### config.mk
export PLATFORM = sky130hd
export DESIGN_NAME = spi_clgen
export DESIGN_NICKNAME = d
export VERILOG_FILES = /design/src/rtl/spi_clgen_pkg.sv /design/src/rtl/spi_clgen.sv
export SDC_FILE = /design/constraint.sdc
export NUM_CORES = 1
export LEC_CHECK = 0
export ABC_AREA = 0
export ABC_CLOCK_PERIOD_IN_PS = 2009
export CAP_MARGIN = 30
export CORE_MARGIN = 1
export CORE_UTILIZATION = 49
export CTS_CLUSTER_SIZE = 14
export DETAILED_ROUTE_END_ITERATION = 10
export GPL_TIMING_DRIVEN = 0
export PLACE_DENSITY = 0.84
export SLEW_MARGIN = 20
export SYNTH_ARGS = -nofsm -noshare
export SYNTH_HDL_FRONTEND = slang
export SYNTH_SLANG_ARGS = --single-unit
### constraint.sdc
create_clock -name wb_clk_in -period 2.01 [get_ports wb_clk_in]
set_clock_uncertainty 0.2 [all_clocks]
set_input_delay 0.402 -clock wb_clk_in [delete_from_list [all_inputs] [get_ports wb_clk_in]]
set_output_delay 0.402 -clock wb_clk_in [all_outputs]
set_load 0.01 [all_outputs]
### src/rtl/spi_clgen_pkg.sv
// Shared constants for the SPI master: divider width and divider reset value.
// The control register block and shift register use the same constants.
package spi_clgen_pkg;

   // Divider width; legal values are 8, 16, 24 and 32.
   localparam int unsigned SpiDividerLen = 16;

   // Divider register value after reset (slowest serial clock).
   localparam logic [SpiDividerLen-1:0] SpiDividerRst = '1;

   // Counter and divider decodes used by the clock generator.
   typedef struct packed {
      logic cnt_zero;
      logic cnt_one;
      logic div_zero;
   } clgen_dec_t;

endpackage : spi_clgen_pkg

### src/rtl/spi_clgen.sv
// SPI serial-clock generator: divides wb_clk_in by 2*(divider+1) while a
// transfer is in progress and strobes cpol_0/cpol_1 one cycle ahead of each
// rising/falling sclk_out edge.
module spi_clgen
   import spi_clgen_pkg::*;
#(
   parameter int unsigned DIVIDER_LEN = SpiDividerLen
) (
   input  logic                   wb_clk_in,
   input  logic                   wb_rst,
   input  logic                   go,
   input  logic                   tip,
   input  logic                   last_clk,
   input  logic [DIVIDER_LEN-1:0] divider,
   output logic                   sclk_out,
   output logic                   cpol_0,
   output logic                   cpol_1
);

   logic [DIVIDER_LEN-1:0] cnt_q, cnt_d;
   logic                   sclk_q, sclk_d;
   logic                   cpol_0_q, cpol_0_d;
   logic                   cpol_1_q, cpol_1_d;
   clgen_dec_t             dec;

   // Decode counter and divider states.
   always_comb begin
      dec          = '0;
      dec.cnt_zero = (cnt_q == '0);
      dec.cnt_one  = (cnt_q == DIVIDER_LEN'(1));
      dec.div_zero = (divider == '0);
   end

   // Next-state for counter, serial clock and edge strobes.
   always_comb begin
      cnt_d    = cnt_q;
      sclk_d   = sclk_q;
      cpol_0_d = 1'b0;
      cpol_1_d = 1'b0;

      // While idle the counter keeps reloading so divider changes apply at once.
      if (!tip || dec.cnt_zero) begin
         cnt_d = divider;
      end else begin
         cnt_d = cnt_q - DIVIDER_LEN'(1);
      end

      // last_clk blocks a further 0->1 edge so the clock parks at idle low.
      if (tip && dec.cnt_zero && (!last_clk || sclk_q)) begin
         sclk_d = ~sclk_q;
      end

      // divider==0 toggles every cycle, so strobes follow sclk level directly;
      // go pre-announces the first rising edge before tip is up.
      cpol_0_d = (tip && !sclk_q && dec.cnt_one) ||
                 (dec.div_zero && sclk_q) ||
                 (dec.div_zero && go && !tip);
      cpol_1_d = (tip && sclk_q && dec.cnt_one) ||
                 (dec.div_zero && !sclk_q && tip);
   end

   // State registers with synchronous active-high reset.
   always_ff @(posedge wb_clk_in) begin
      if (wb_rst) begin
         cnt_q    <= '1;
         sclk_q   <= 1'b0;
         cpol_0_q <= 1'b0;
         cpol_1_q <= 1'b0;
      end else begin
         cnt_q    <= cnt_d;
         sclk_q   <= sclk_d;
         cpol_0_q <= cpol_0_d;
         cpol_1_q <= cpol_1_d;
      end
   end

   assign sclk_out = sclk_q;
   assign cpol_0   = cpol_0_q;
   assign cpol_1   = cpol_1_q;

endmodule : spi_clgen

==> out/qor.csv <==
metric;value;unit
finish.utilization;69.6;%
die_w;49.3;µm
p_total;0.755;mW
syn2layout_area_growth;28.3;%
tritoncts;done;
post_cts_buffers;0;
crit_path_start;cnt_q[0]$_SDFF_PP1_;
crit_required;1.99;ns
gp_congestion;0.883;
synth_flop_cell;dfxtp_1;
hold_viol;0;
finalWirelength;2.61;mm
drt_iter0_markers;24;
p_sw;0.209;mW
route.detailed.drc;0;
ant_nets;0;
clock_latency;0.30;ns
grt-ovfl-total;0;
grt_pass1_vias;993;
grtUsageTotal;24.5;%
ys_seq_area_share;34.7;%
fp-row-count;16;
viasPerCell;5.88;
place_inst;175;
status;finished, final reports clean;
synth.yosys.warnings;0;
grt_pass1_wl;4.51;mm
worst_ep_arrival_time;1.88;ns
multi_input_area;666;µm²
core;0.00202;mm²
setup-tns-final;0;ns
yosysTopAreaCell;dfxtp_1;
grt_max_degree;11;
root_buffer;clkbuf_4;
yosys.area.top_type_share;34.7;%
numCtsBuffers;3;
setup_viol;0;
cp-end-kind;flop;
crit_type;reg2reg;
crit_path_start_kind;flop;
dr.pass1.iters;4;
critPathCapture;cnt_q[13]$_SDFF_PP1_;
nets;177;
dp_hpwl;1.94;mm
cts_sinks;19;
synth_nets;149;
initial_utilization;54.2;%
fin_crit;1.90;ns
synthArstFlopShare;0;%
r2r-start;cnt_q[0]$_SDFF_PP1_;
seq_power_share;57.3;%
r2r_cells;7;
max-slew-margin-rel;64.6;%
syn_inst;125;
max_freq;528;MHz
rsz0062_at_grt;false;
h-tree-depth;1;
port-buffer-count;23;
postSynthRegisterBits;19;
fin_crit_sh;94.3;%
drv_cap;0;
p_comb_share;16.9;%
fillers;162;
ys_types;34;
register_area;385;µm²
antenna_found_initial;0;
detail_route.wl_per_cell;14.6;µm
clkPwrFrac;25.7;%
clockBufferDepth;2;
dieArea;0.00243;mm²
layout-drive-gt1-share;10.5;%
p_leak;0.497;nW
vias;1053;
cts.clk_slew.worst_paths;0.11;ns
swShare;27.7;%
path_max_fanout;10;
synth_area;0.00110;mm²
die_y;49.3;µm
ys_top_cells_by_area;dfxtp_1, o211ai_1, xor2_1;
rrSetupSlack;0.11;ns
hp-class;reg2reg;
io_pins;24;
synth_edf_count;0;
fin_cells;179;
drv_slew;0;
diodes;0;
intPower;0.545;mW
p_per_area;537;mW/mm²
tightest_slew;0.531;ns
rr_endpoint;cnt_q[13]$_SDFF_PP1_;
syn_avg_cell_area;8.77;µm²
vdd_drop_max;0.348;mV
## logic make-up after synthesis
| logic type | share of synthesized area [%] |
|---|---|
| AND/OR/NAND/NOR | 31.5 |
| AO/OA/AOI/OAI | 16.2 |
| flip-flops | 34.7 |
| buffers and inverters | 5.37 |
| XOR/XNOR | 8.79 |
| adder cells (fa/ha/maj) | 3.43 |
## power groups by stage
stage | Combinational, mW | Clock [mW] | Sequential [mW]
6_report | 0.128 | 0.194 | 0.433
2_1_floorplan | 0.0636 | 0 | 0.434
5_1_grt | 0.142 | 0.217 | 0.436
3_3_place_gp | 0.120 | 0 | 0.438
3_5_place_dp | 0.123 | 0 | 0.440
4_1_cts | 0.125 | 0.196 | 0.432
## synthesized netlist by cell type (2+ instances only)
| cell | n |
|---|---|
| a22oi_1 | 2 |
| dfxtp_1 | 19 |
| a21oi_1 | 4 |
| o211ai_1 | 11 |
| nor4_1 | 5 |
| nand2_1 | 14 |
| nand3_1 | 3 |
| or3_1 | 4 |
| inv_1 | 6 |
| nor2_1 | 11 |
| clkbuf_1 | 2 |
| a32oi_1 | 2 |
| nand4_1 | 6 |
| xnor2_1 | 2 |
| nor3b_1 | 2 |
| buf_2 | 2 |
| nor4_4 | 2 |
| ha_1 | 3 |
| xor2_1 | 9 |
| o21ai_0 | 2 |
## metrics by stage
stage               hold WS (ns)  instance area [µm²]  setup slack (ns)
floorplan                  0.293                 1100             0.178
global placement           0.309                 1360           -0.0697
detailed placement         0.323                 1360            -0.152
CTS                        0.339                 1390            0.0169
global route               0.366                 1410           0.00435
finish                     0.336                 1410             0.114
## worst max-delay path, stage by stage (launching register included)
cell and delay [ns]:
dfxtp_4 0.40, inv_1 0.07, ha_1 0.23, nor3b_1 0.15, a41o_1 0.26, buf_4 0.18
nor2_2 0.18, a32oi_1 0.12
## cell usage in the layout (no fill, tap or decap), drive strengths merged, types with 3 or more instances in the layout
| cell | count |
|---|---|
| dfxtp | 19 |
| nor2 | 11 |
| inv | 6 |
| o211ai | 11 |
| nor4 | 8 |
| ha | 3 |
| nand4 | 7 |
| nand2 | 14 |
| clkdlybuf4s50 | 23 |
| a21oi | 4 |
| buf | 4 |
| nand3 | 3 |
| clkbuf | 6 |
| xor2 | 9 |
| or3 | 4 |
## layout make-up
class                           instances  share of cell area, %
Tap cell                               27                   2.40
Multi-Input combinational cell         94                   47.3
Buffer                                  6                   3.02
Sequential cell                        19                   27.4
Timing Repair Buffer                   23                   16.4
Clock buffer                            4                   1.87
Inverter                                6                   1.60
## registers in the layout, indices dropped and copies added, names as in the netlist
signal	cells
cnt_q	16
cpol_1	1
cpol_0	1
sclk_out	1
## per-layer routing
metal	share of wire (%)	up-vias	wire, µm	GRT usage [%]
met2	45	39	1180	37.9
met1	45	491	1180	31.7
met5	0	-	0	0
met3	6.7	8	175	4.67
met4	2.7	0	70	13.2
li1	-	515	-	-
## worst min-delay path by stage
stage	startpoint	end	slack (ns)	cells after the start
4_1_cts	cnt_q[15]$_SDFF_PP1_	cnt_q[15]$_SDFF_PP1_	0.34	2
3_5_place_dp	cnt_q[15]$_SDFF_PP1_	cnt_q[15]$_SDFF_PP1_	0.32	2
3_3_place_gp	cnt_q[15]$_SDFF_PP1_	cnt_q[15]$_SDFF_PP1_	0.31	2
2_1_floorplan	cnt_q[15]$_SDFF_PP1_	cnt_q[15]$_SDFF_PP1_	0.29	2
6_report	cnt_q[0]$_SDFF_PP1_	cnt_q[0]$_SDFF_PP1_	0.34	1
5_1_grt	cnt_q[0]$_SDFF_PP1_	cnt_q[0]$_SDFF_PP1_	0.37	1
## repair_timing
action                     in CTS  in global routing
setup endpoints to repair       8                 10
resized for setup               2                  6
hold buffers                    0                  0
No activity file was read; power rests on OpenSTA's default activity.
